[config.mk]
export PLATFORM = sky130hd
export DESIGN_NAME = sfifo_wr_packer_flat
export DESIGN_NICKNAME = d
export VERILOG_FILES = /design/src/rtl/sfifo_wr_packer_if.sv /design/src/rtl/sfifo_wr_packer.sv /design/src/flat_wrapper.sv
export SDC_FILE = /design/constraint.sdc
export NUM_CORES = 1
export LEC_CHECK = 0
export BUFFER_PORTS_ARGS = -buffer_cell sky130_fd_sc_hd__buf_2
export CAP_MARGIN = 5
export CORE_ASPECT_RATIO = 1.25
export CORE_UTILIZATION = 45
export CTS_BUF_LIST = sky130_fd_sc_hd__clkbuf_8
export DETAILED_ROUTE_END_ITERATION = 16
export PLACE_DENSITY_LB_ADDON = 0.1
export SETUP_SLACK_MARGIN = 0.15
export SLEW_MARGIN = 20
export SYNTH_ARGS = -nofsm -noshare
export SYNTH_HDL_FRONTEND = slang
export SYNTH_SLANG_ARGS = --single-unit
[constraint.sdc]
create_clock -name wclk -period 1.8 [get_ports wclk]
set_input_delay 0.27 -clock wclk [delete_from_list [all_inputs] [get_ports wclk]]
set_output_delay 0.27 -clock wclk [all_outputs]
set_load 0.005 [all_outputs]
[src/rtl/sfifo_wr_packer_if.sv]
// Handshake and FIFO write-port bundle for the write-side width packer.
// master = stream source / FIFO side, slave = the packer.
interface sfifo_wr_packer_if #(
  parameter int unsigned IN_WIDTH = 8,
  parameter int unsigned RATIO    = 4
);
  localparam int unsigned DATA_WIDTH = IN_WIDTH * RATIO;
  localparam int unsigned CNT_WIDTH  = $clog2(RATIO) + 1;

  logic                  in_valid;
  logic [IN_WIDTH-1:0]   in_data;
  logic                  in_last;
  logic                  in_ready;
  logic                  flush;
  logic                  sfifo_full;
  logic                  wr;
  logic [DATA_WIDTH-1:0] fifo_wdata;
  logic [CNT_WIDTH-1:0]  fifo_wcnt;
  logic                  fifo_wlast;
  logic                  busy;

  modport master (
    output in_valid, in_data, in_last, flush, sfifo_full,
    input  in_ready, wr, fifo_wdata, fifo_wcnt, fifo_wlast, busy
  );

  modport slave (
    input  in_valid, in_data, in_last, flush, sfifo_full,
    output in_ready, wr, fifo_wdata, fifo_wcnt, fifo_wlast, busy
  );
endinterface

[src/rtl/sfifo_wr_packer.sv]
// Packs RATIO narrow beats little-endian into one FIFO word; closes partial
// words on in_last/flush and back-pressures on sfifo_full via acc + output reg.
module sfifo_wr_packer #(
  parameter int unsigned IN_WIDTH = 8,
  parameter int unsigned RATIO    = 4
) (
  input  logic             wclk,
  input  logic             rst_n,
  sfifo_wr_packer_if.slave bus
);
  localparam int unsigned DATA_WIDTH = IN_WIDTH * RATIO;
  localparam int unsigned CNT_WIDTH  = $clog2(RATIO) + 1;

  logic [DATA_WIDTH-1:0] acc_q, acc_d;
  logic [CNT_WIDTH-1:0]  cnt_q, cnt_d;
  logic                  acc_last_q, acc_last_d;
  logic                  acc_full_q, acc_full_d;
  logic [DATA_WIDTH-1:0] out_data_q, out_data_d;
  logic [CNT_WIDTH-1:0]  out_cnt_q, out_cnt_d;
  logic                  out_last_q, out_last_d;
  logic                  out_valid_q, out_valid_d;
  logic                  in_ready_q, in_ready_d;
  logic                  busy_q, busy_d;

  logic                  wr_c;
  logic                  out_free;
  logic                  accept;
  logic [DATA_WIDTH-1:0] merged;
  logic                  word_done;
  logic [DATA_WIDTH-1:0] word_data;
  logic [CNT_WIDTH-1:0]  word_cnt;
  logic                  word_last;

  assign wr_c     = out_valid_q & ~bus.sfifo_full;
  assign out_free = ~out_valid_q | wr_c;
  assign accept   = bus.in_valid & in_ready_q;

  // Drop the incoming beat into the lane indexed by the current count
  always_comb begin
    merged = acc_q;
    for (int unsigned k = 0; k < RATIO; k++) begin
      if (cnt_q == CNT_WIDTH'(k)) merged[k*IN_WIDTH +: IN_WIDTH] = bus.in_data;
    end
  end

  // A word closes on the last lane, in_last, or flush; a lone flush closes only a partial word
  always_comb begin
    word_done = 1'b0;
    word_data = acc_q;
    word_cnt  = cnt_q;
    word_last = 1'b0;
    if (!acc_full_q) begin
      if (accept) begin
        word_data = merged;
        word_cnt  = cnt_q + CNT_WIDTH'(1);
        word_last = bus.in_last;
        word_done = (cnt_q == CNT_WIDTH'(RATIO - 1)) | bus.in_last | bus.flush;
      end else if (bus.flush && (cnt_q != '0)) begin
        word_done = 1'b1;
      end
    end
  end

  always_comb begin
    acc_d       = acc_q;
    cnt_d       = cnt_q;
    acc_last_d  = acc_last_q;
    acc_full_d  = acc_full_q;
    out_data_d  = out_data_q;
    out_cnt_d   = out_cnt_q;
    out_last_d  = out_last_q;
    out_valid_d = out_valid_q & ~wr_c;

    if (acc_full_q) begin
      // Parked word moves to the output register as soon as it frees
      if (out_free) begin
        out_data_d  = acc_q;
        out_cnt_d   = cnt_q;
        out_last_d  = acc_last_q;
        out_valid_d = 1'b1;
        acc_d       = '0;
        cnt_d       = '0;
        acc_last_d  = 1'b0;
        acc_full_d  = 1'b0;
      end
    end else if (word_done) begin
      if (out_free) begin
        out_data_d  = word_data;
        out_cnt_d   = word_cnt;
        out_last_d  = word_last;
        out_valid_d = 1'b1;
        acc_d       = '0;
        cnt_d       = '0;
        acc_last_d  = 1'b0;
      end else begin
        acc_d       = word_data;
        cnt_d       = word_cnt;
        acc_last_d  = word_last;
        acc_full_d  = 1'b1;
      end
    end else if (accept) begin
      acc_d = merged;
      cnt_d = cnt_q + CNT_WIDTH'(1);
    end

    in_ready_d = ~acc_full_d;
    busy_d     = (cnt_d != '0) | acc_full_d | out_valid_d;
  end

  always_ff @(posedge wclk or negedge rst_n) begin
    if (!rst_n) begin
      acc_q       <= '0;
      cnt_q       <= '0;
      acc_last_q  <= 1'b0;
      acc_full_q  <= 1'b0;
      out_data_q  <= '0;
      out_cnt_q   <= '0;
      out_last_q  <= 1'b0;
      out_valid_q <= 1'b0;
      in_ready_q  <= 1'b1;
      busy_q      <= 1'b0;
    end else begin
      acc_q       <= acc_d;
      cnt_q       <= cnt_d;
      acc_last_q  <= acc_last_d;
      acc_full_q  <= acc_full_d;
      out_data_q  <= out_data_d;
      out_cnt_q   <= out_cnt_d;
      out_last_q  <= out_last_d;
      out_valid_q <= out_valid_d;
      in_ready_q  <= in_ready_d;
      busy_q      <= busy_d;
    end
  end

  assign bus.in_ready   = in_ready_q;
  assign bus.wr         = wr_c;
  assign bus.fifo_wdata = out_data_q;
  assign bus.fifo_wcnt  = out_cnt_q;
  assign bus.fifo_wlast = out_last_q;
  assign bus.busy       = busy_q;
endmodule

[src/flat_wrapper.sv]
// flat-port wrapper written by rule: the top's interface ports become plain ports
module sfifo_wr_packer_flat 
#(
  parameter int unsigned IN_WIDTH = 8,
  parameter int unsigned RATIO    = 4
)
  (wclk, rst_n, bus_in_valid, bus_in_data, bus_in_last, bus_flush, bus_sfifo_full, bus_in_ready, bus_wr, bus_fifo_wdata, bus_fifo_wcnt, bus_fifo_wlast, bus_busy);
  sfifo_wr_packer_if #(.IN_WIDTH(IN_WIDTH), .RATIO(RATIO)) bus_i ();
  input  logic wclk;
  input  logic rst_n;
  input wire logic [$bits(bus_i.in_valid)-1:0] bus_in_valid;
  input wire logic [$bits(bus_i.in_data)-1:0] bus_in_data;
  input wire logic [$bits(bus_i.in_last)-1:0] bus_in_last;
  input wire logic [$bits(bus_i.flush)-1:0] bus_flush;
  input wire logic [$bits(bus_i.sfifo_full)-1:0] bus_sfifo_full;
  output wire logic [$bits(bus_i.in_ready)-1:0] bus_in_ready;
  output wire logic [$bits(bus_i.wr)-1:0] bus_wr;
  output wire logic [$bits(bus_i.fifo_wdata)-1:0] bus_fifo_wdata;
  output wire logic [$bits(bus_i.fifo_wcnt)-1:0] bus_fifo_wcnt;
  output wire logic [$bits(bus_i.fifo_wlast)-1:0] bus_fifo_wlast;
  output wire logic [$bits(bus_i.busy)-1:0] bus_busy;
  assign bus_i.in_valid = bus_in_valid;
  assign bus_i.in_data = bus_in_data;
  assign bus_i.in_last = bus_in_last;
  assign bus_i.flush = bus_flush;
  assign bus_i.sfifo_full = bus_sfifo_full;
  assign bus_in_ready = bus_i.in_ready;
  assign bus_wr = bus_i.wr;
  assign bus_fifo_wdata = bus_i.fifo_wdata;
  assign bus_fifo_wcnt = bus_i.fifo_wcnt;
  assign bus_fifo_wlast = bus_i.fifo_wlast;
  assign bus_busy = bus_i.busy;
  sfifo_wr_packer #(.IN_WIDTH(IN_WIDTH), .RATIO(RATIO)) u_core (.wclk(wclk), .rst_n(rst_n), .bus(bus_i));
endmodule
# [Word-level counts from Yosys, hierarchy flattened]
# Cells that the tools add are included.
[totals] register_bits=76 out_inout_bits=39 elab_cells=74
[op_classes] n_bitwise=12 n_mux=40 eq_ne=4 reduce_logical=7 addsub=1
[op_table] op="$mux 32" count=9
[op_table] op="$mux 8" count=4
[op_table] op="$mux 3" count=9
[op_table] op="$mux 1" count=18
[op_table] op="$eq 3x2->1 const B" count=2
[op_table] op="$reduce_bool 3->1" count=2
[op_table] op="$or 1x1->1" count=5
[op_table] op="$not 1->1" count=4
[op_table] op="$reduce_and 2->1" count=2
[op_table] op="$add 3x1->3 const B" count=1
[op_table] op="$and 1x1->1" count=3
[op_table] op="$eq 3x1->1 const B" count=1
[op_table] op="$logic_not 3->1" count=1
[op_table] op="$ne 2x2->1 const B" count=1
[op_table] op="$reduce_bool 2->1" count=1
[op_table] op="$logic_and 1x1->1" count=1

# [Depth between registers and ports, before layout]
# Gate-level depths: netlist of run 1.
[depth] word_depth=10 mapped_depth=8 depth_no_buf=6

# [Worst setup path after synthesis of run 1]
# OpenSTA, ideal clock, no wires.
[synth_path] kind="flip-flop to flip-flop" startpoint="reg u_core.cnt_q[0]" endpoint="reg u_core.out_data_q[7], in the netlist u_core.bus.fifo_wdata[7]" setup_time_ps=125 required_ps=1675 setup_slack_ps=-71 path_stages_with_launch=7 t_arrival_ps=1746 synth_period_minus_slack_ps=1871 cell_sequence="dfrtp_1 > inv_1 > ha_1 > nand2b_1 > nor2_2 > mux2_2 > mux2_2"
[synth_between] elab_chain_len=7 elab_cells_between_ends=16
[synth_lines] element="start: declaration" line="sfifo_wr_packer.sv:15" source="logic [CNT_WIDTH-1:0] cnt_q, cnt_d;"
[synth_lines] element="start signal: assignment" line="sfifo_wr_packer.sv:124" source="cnt_q <= cnt_d;"
[synth_lines] element="$eq 3x2->1 / $reduce_bool 3->1 (equally long branches)" line="sfifo_wr_packer.sv:57, sfifo_wr_packer.sv:58"
[synth_lines] element="$or 1x1->1 / $logic_and 1x1->1 (equally long branches)" line="sfifo_wr_packer.sv:57, sfifo_wr_packer.sv:58"
[synth_lines] element="$or 1x1->1 / $mux 1 (equally long branches)" line="sfifo_wr_packer.sv:57, sfifo_wr_packer.sv:58"
[synth_lines] element="$mux 1" line="sfifo_wr_packer.sv:53" source="if (accept) begin"
[synth_lines] element="$mux 1" line="sfifo_wr_packer.sv:52" source="if (!acc_full_q) begin"
[synth_lines] element="$reduce_bool 2->1 (no line)"
[synth_lines] element="$reduce_and 2->1 (no line)"
[synth_lines] element="end signal: assignment" line="sfifo_wr_packer.sv:127" source="out_data_q <= out_data_d;"
[synth_lines] element="end: declaration" line="sfifo_wr_packer.sv:18" source="logic [DATA_WIDTH-1:0] out_data_q, out_data_d;"
# Parallel ways exist; a longest one is shown, timed or not. The select of a mux whose other input is x is not followed.
# A chain may end at the register's enable or synchronous reset.

# [Final worst setup path of run 1]
[layout_path] startpoint="reg u_core.cnt_q[1]" endpoint="reg u_core.out_data_q[15], in the netlist u_core.bus.fifo_wdata[15]"
# Same word-level chain as after synthesis.

==> metrics.csv, run 1 <==
stage,metric,value,unit
synth,syn_area_per_cell,13.3,um^2
job,maxCapViolations,0,
placement,place_hpwl,4420,um
grt,met2_usage,32.9,%
routing,dr.pass1.iters,4,
synth,synth-seq-cells,76,
setup_path,worst_ep_required_time,2.03,ns
cts,htree_levels,3,
hold_path,min_to,u_core.acc_q[1],
die,dieArea,0.00757,mm^2
die,chipHeight,97.0,um
timing,tightest_slew,0.384,ns
cts,clock_tree.buffer_depth,2,
status,status,"finished, violations left",
grt,grt_use_met1,27.4,%
final_layout,final_cells,428,
routing,drt-initial-drc-count,67,
die,die_w,78.0,um
final_layout,final_nets,352,
routing,avgRoutedWirePerCell,17.0,um
routing,routed-via-count,2134,
die,start_util,46.6,%
setup_path,start_kind,register,
synth,synth_warnings,0,
power,ir_worst_vdd,0.723,mV
synth,synth_nets,263,
setup_path,path_class,register to register,
synth,synth.cell_area,0.00325,mm^2
final_layout,drive_gt1_share,57.4,%
grt,top_usage_layer,met2,
setup_path,ff2ff_path_depth,7,
grt,grt_pass1_vias,2216,
placement,port_buffers,52,
setup_path,reg2reg_from,u_core.cnt_q[1],
synth,synth_top_area_cell,dfrtp_1,
timing,finalSetupViolCount,31,
timing,post-route-period-util,103,%
routing,finalWirelength,7290,um
hold_path,hold_path.startpoint,bus_in_data[1],
placement,placed_cells,394,
synth,yosysSeqAreaShare,58.5,%
cts,clockRootBuffer,clkbuf_8,
final_layout,design_area,0.00464,mm^2
setup_path,setup.worst_path.end_class,register,
setup_path,cp.arrival,2.09,ns
timing,finalMaxSlewViolations,0,
final_layout,regArea,0.00190,mm^2
grt,grt.overflow.total,0,
timing,rsz0062_at_grt,yes,
cts,cts_tree,yes,
synth,synth_cell_types,34,
routing,vias_per_cell,4.99,
cts,cts_buffers,9,
grt,grt_util_met3,3.77,%
status,violations,setup timing,
grt,antenna_found_initial,0,
placement,post_dp_cell_area,0.00383,mm^2
timing,finalHoldViolCount,0,
timing,slew_headroom,74.2,%
final_layout,fillers,543,
grt,grt_max_degree,39,
grt,grt_use_total,20.8,%
setup_path,path_max_fanout,6,
routing,route.detailed.drc,0,
timing,finClkSkew,0.00580,ns
setup_path,rr_endpoint,u_core.bus.fifo_wdata[15],
final_layout,multi_input_area,0.00158,mm^2
setup_path,ff2ff_setup_slack,-0.06,ns
cts,clkSinkCount,76,
die,row_count,34,
hold_path,hold_path.class,input pin to register,
die,fp.coreArea,0.00698,mm^2
cts,clk_pin_slew,0.08,ns
grt,grt_pass1_wl,11700,um
cts,clk_latency,0.34,ns
final_layout,syn2layout_area_growth,42.6,%
routing,ant_nets,0,
synth,synth_top_area_share,57.7,%
synth,yosys-top-cells-area,"dfrtp_1 58%, mux2_2 17%, mux2i_1 5.5%, nor2b_1 4.8%, ha_1 1.9%",
power,leakage,2.31,nW
placement,dpl_worst_slack,-0.00749,ns
placement,gp_congestion,0.845,
power,powerDensity,1580,mW/mm^2
hold_path,whs_path_depth,3,
timing,period_minus_slack,1.86,ns
timing,fin_ws,-0.0570,ns
die,pin_count,53,
final_layout,antenna_cells,0,
synth,netlist_instances,244,
timing,fmax,0.539,GHz
## repair_timing
| action | in CTS | in global routing |
|---|---|---|
| hold buffers | 1 | 0 |
| pin swaps | 14 | 2 |
| resized for setup | 45 | 40 |
| endpoints found under the setup margin | 52 | 72 |
| setup buffers | 8 | 6 |
| cloned | 2 | 1 |
| hold endpoints to repair | 16 | 0 |
## synth_stat cells (all sizes together)
cell and count:
a2111oi 1, a21oi 2, a31oi 4, and2 2, and3b 1, and4bb 1
buf 6, clkbuf 2, dfrtp 75, dfstp 1, ha 5, inv 15
mux2 50, mux2i 18, nand2 9, nand2b 1, nand3 1, nand3b 1
nand4 1, nor2 14, nor2b 25, nor3 2, o21ai 4, o22ai 1
or2 1, xnor2 1
## sequential cells by signal, summed over array words and instances, names as in the netlist
signal                 cells
u_core.acc_full_q          1
u_core.acc_last_q          1
u_core.acc_q              32
u_core.bus.busy            1
u_core.bus.fifo_wcnt       3
u_core.bus.fifo_wdata     32
u_core.bus.fifo_wlast      1
u_core.bus.in_ready        1
u_core.cnt_q               3
u_core.out_valid_q         1
## per-stage QoR
| step | power (mW) | hold WS (ns) | util (%) | TNS (ns) |
|---|---|---|---|---|
| after floorplan | 3.93 | -0.0256 | - | 0 |
| after global placement | 4.70 | 0.167 | 54.9 | 0 |
| after detailed placement | 4.74 | 0.173 | 54.9 | -0.0380 |
| after CTS | 6.99 | 0.295 | 63.0 | -0.0744 |
| after global routing | 7.75 | 0.306 | 66.5 | -2.74 |
| final | 7.35 | 0.310 | 66.5 | -0.986 |
## worst max-delay path by stage
stage,startpoint,to,slack (ns),depth (start not counted)
after floorplan,u_core.cnt_q[0],u_core.bus.fifo_wdata[10],0.07,6
after global placement,u_core.bus.in_ready,u_core.bus.fifo_wdata[30],0.04,5
after detailed placement,u_core.cnt_q[0],u_core.bus.fifo_wdata[25],-0.007,6
after CTS,u_core.cnt_q[0],u_core.bus.fifo_wdata[27],-0.02,7
after global routing,u_core.cnt_q[1],u_core.bus.fifo_wdata[25],-0.1,6
final,u_core.cnt_q[1],u_core.bus.fifo_wdata[15],-0.06,7
## critical path, cell delays in order, from the launching register on
cell and delay [ns]:
dfrtp_1 0.42, ha_2 0.22, ha_4 0.17, o21ai_4 0.18, a31oi_4 0.16, buf_12 0.17
buf_16 0.14, mux2_4 0.29
## cells in the final DEF, fill, tap and decap left out, types with 6 or more instances in the layout
master	Yosys	layout
mux2_4	0	26
dfrtp_1	75	75
buf_6	0	7
inv_1	15	14
nor2b_4	0	9
clkbuf_8	0	11
buf_12	0	6
buf_8	0	7
buf_2	2	51
buf_4	4	11
mux2i_1	18	11
nor2b_1	25	16
nor2_4	0	9
nand2_1	6	6
mux2_2	49	24
## layer usage
metal	vias to the layer above	part of all wire, %
met1	1081	45
li1	1002	-
met2	42	50
met3	9	2.8
met4	0	2.1
met5	-	0
## cells by family (layout without fill, tap and decap cells)
kind of cell             Yosys count  in the layout  synth area share (%)
multiplexers                      68             68                  22.9
flip-flops                        76             76                  58.5
AND/OR/NAND/NOR                   59             59                  10.2
buffers and inverters             23            117                  3.19
adder cells (fa/ha/maj)            5              5                  1.92
XOR/XNOR                           1              1                 0.269
AO/OA/AOI/OAI                     12             12                  3.08
## final cells by class
cell class / count / area share, %
Timing Repair Buffer: 86 / 15.8
Multi-Input combinational cell: 145 / 34.1
Sequential cell: 76 / 41.0
Tap cell: 90 / 2.43
Inverter: 15 / 1.21
Clock inverter: 5 / 2.13
Clock buffer: 11 / 3.26
## power breakdown
part | switching, mW | internal [mW] | leakage (nW)
sequential | 0.265 | 2.23 | 1.02
combinational | 1.38 | 1.86 | 1.15
clock | 0.617 | 0.990 | 0.131
total | 2.27 | 5.08 | 2.31
Power figures use the tool's default switching activity.
==> inputs of run 2 (changes only) <==
Clock period 1.8 ns to 2 ns, I/O delays scaled along.
==> run 2 against run 1 <==
Effect of this change: the flow now finishes without violations; combinational power fell by 15%; final area fell by 3.6%; total power fell by 15%; largest cell class unchanged; global-route usage fell by 0.25 points; worst setup slack improved by 0.098 ns; maximum frequency fell by 5.2%; sequential share of layout area rose by 1.6 points; via count rose by 0.98%.
==> metrics.csv, run 2 (synthesis gave the netlist of run 1 again) <==
stage,metric,value,unit,change
status,status,"finished, final reports clean",,
routing,ant_nets,0,,unchanged
grt,grt_pass1_vias,2264,,+2.2%
timing,tightest_slew,0.389,ns,+0.00466 ns
die,start_util,46.6,%,unchanged
hold_path,hold_path.class,input pin to register,,
final_layout,antenna_cells,0,,unchanged
die,die_w,78.0,um,unchanged
timing,finalMaxSlewViolations,0,,unchanged
grt,grt_use_total,20.5,%,-0.25 points
setup_path,worst_ep_required_time,2.22,ns,+0.19 ns
timing,fin_ws,0.0414,ns,+0.0984 ns
routing,vias_per_cell,5.04,,+0.98%
cts,cts_tree,yes,,
die,dieArea,0.00757,mm^2,unchanged
final_layout,final_nets,353,,+0.28%
die,pin_count,53,,unchanged
placement,dpl_worst_slack,0.0229,ns,+0.0304 ns
power,power,6.26,mW,-15%
power,ir_worst_vdd,0.678,mV,-6.3%
power,powerDensity,1400,mW/mm^2,-12%
timing,finalSetupViolCount,0,,-100%
power,swShare,31.2,%,+0.38 points
die,fp.coreArea,0.00698,mm^2,unchanged
cts,clock_tree.buffer_depth,2,,unchanged
final_layout,mostFrequentLayoutCells,"75 x dfrtp_1, 51 x buf_2, 36 x mux2_2, 18 x nor2b_1, 17 x buf_4",,
power,intPower,4.30,mW,-15%
cts,cts_buffers,9,,unchanged
routing,finalWirelength,7340,um,+0.70%
final_layout,drive_gt1_share,55.0,%,-2.4 points
grt,grt.overflow.total,0,,unchanged
grt,grt_pass1_wl,11700,um,-0.47%
grt,grt_max_degree,59,,+51%
timing,slew_headroom,73.9,%,-0.31 points
cts,clockRootBuffer,clkbuf_8,,
timing,period_minus_slack,1.96,ns,+0.102 ns
timing,rsz0062_at_grt,yes,,
final_layout,syn2layout_area_growth,37.4,%,
placement,port_buffers,52,,unchanged
setup_path,path_max_fanout,7,,+1
cts,clk_latency,0.34,ns,about the same
timing,fmax,0.511,GHz,-5.2%
timing,finClkSkew,0.00764,ns,+0.00184 ns
placement,place_hpwl,4190,um,-5.2%
die,chipHeight,97.0,um,unchanged
power,p_seq_share,35.8,%,+1.8 points
power,clkPwrFrac,20.4,%,-1.5 points
power,p_switching,1.95,mW,-14%
placement,gp_congestion,0.771,,-8.8%
routing,route.detailed.drc,0,,unchanged
routing,drt-initial-drc-count,114,,+70%
timing,whs,0.321,ns,+0.0117 ns
setup_path,start_kind,register,,
final_layout,layout_commonest_cell,dfrtp_1,,
die,row_count,34,,unchanged
setup_path,path_class,register to register,,
routing,routed-via-count,2155,,+0.98%
setup_path,cp.arrival,2.17,ns,+0.08 ns
power,p_comb_share,43.8,%,-0.3 points
cts,clk_pin_slew,0.08,ns,about the same
routing,avgRoutedWirePerCell,17.1,um,+0.70%
timing,finalHoldViolCount,0,,unchanged
job,maxCapViolations,0,,unchanged
timing,post-route-period-util,97.9,%,-5.2 points
cts,clkSinkCount,76,,unchanged
final_layout,fillers,551,,+1.5%
grt,antenna_found_initial,0,,unchanged
routing,dr.pass1.iters,4,,unchanged
setup_path,setup.worst_path.end_class,register,,
power,leakage,2.27,nW,-1.7%
cts,htree_levels,3,,unchanged
-- run 2: changes by cell type in the layout (fill, tap and decap cells not counted), sizes merged --
cell / delta
bufbuf: +1
clkinv: +1
clkbuf: -1
bufinv: -1
-- run 2: power groups by stage --
stage	clock network [mW]	registers (mW)	logic, mW
after floorplan	0	2.26	1.12
after global placement	0	2.24	1.76
after CTS	1.29	2.23	2.41
after detailed placement	0	2.26	1.78
after global routing	1.37	2.30	2.95
final	1.28	2.24	2.74
-- run 2: layout make-up --
type / instances / area [um^2] / share of cell area, %
repair buffers: 87 / 723 / 16.2
inverters: 15 / 56.3 / 1.26
multi-input cells: 145 / 1460 / 32.6
flip-flops and latches: 76 / 1900 / 42.6
clock buffers: 10 / 138 / 3.08
clock inverters: 5 / 77.6 / 1.74
well taps: 90 / 113 / 2.52
-- run 2: routing by layer --
metal / part of all wire (%) / global-route usage [%]
met4: 1.5 / 8.97
met1: 44 / 26.8
met3: 3.7 / 3.96
met2: 50 / 33.1
met5: 0 / 0
-- run 2: final timing paths --
check                                   startpoint                  endpoint  slack, ns  depth (start not counted)
max in group asynchronous                    rst_n       u_core.bus.in_ready       1.00                          3
setup / recovery                   u_core.cnt_q[1]  u_core.bus.fifo_wdata[4]       0.04                          9
hold reg to reg            u_core.bus.fifo_wcnt[1]   u_core.bus.fifo_wcnt[1]       0.49                          1
min in group asynchronous                    rst_n  u_core.bus.fifo_wdata[2]       0.36                          2
setup reg to reg                   u_core.cnt_q[1]  u_core.bus.fifo_wdata[4]       0.04                          9
hold / removal                      bus_in_data[5]           u_core.acc_q[5]       0.32                          3
-- run 2: what timing repair did --
item / in CTS / in global routing
hold buffers: 1 / 0
endpoints found under the setup margin: 24 / 65
hold endpoints to repair: 18 / 0
buffers inserted: 19 / 3
gates cloned: 4 / 1
resized for setup: 26 / 33
pin swaps: 3 / 3
-- run 2: stage by stage --
step | area, um^2 | TNS [ns] | utilization [%] | cells
2_1_floorplan | 3260 | 0 | - | 244
3_3_place_gp | 3670 | 0 | 52.7 | 385
3_5_place_dp | 3670 | 0 | 52.7 | 385
4_1_cts | 4270 | 0 | 61.1 | 424
5_1_grt | 4470 | -0.0182 | 64.0 | 428
6_report | 4470 | 0 | 64.0 | 428
-- run 2: critical path: stages (launching register included) --
cell and delay, ns:
dfrtp_1 0.45, inv_2 0.09, ha_2 0.20, nand2b_4 0.07, buf_4 0.13, buf_4 0.13
nor2_4 0.13, buf_6 0.18, mux2i_2 0.33, mux2i_1 0.12
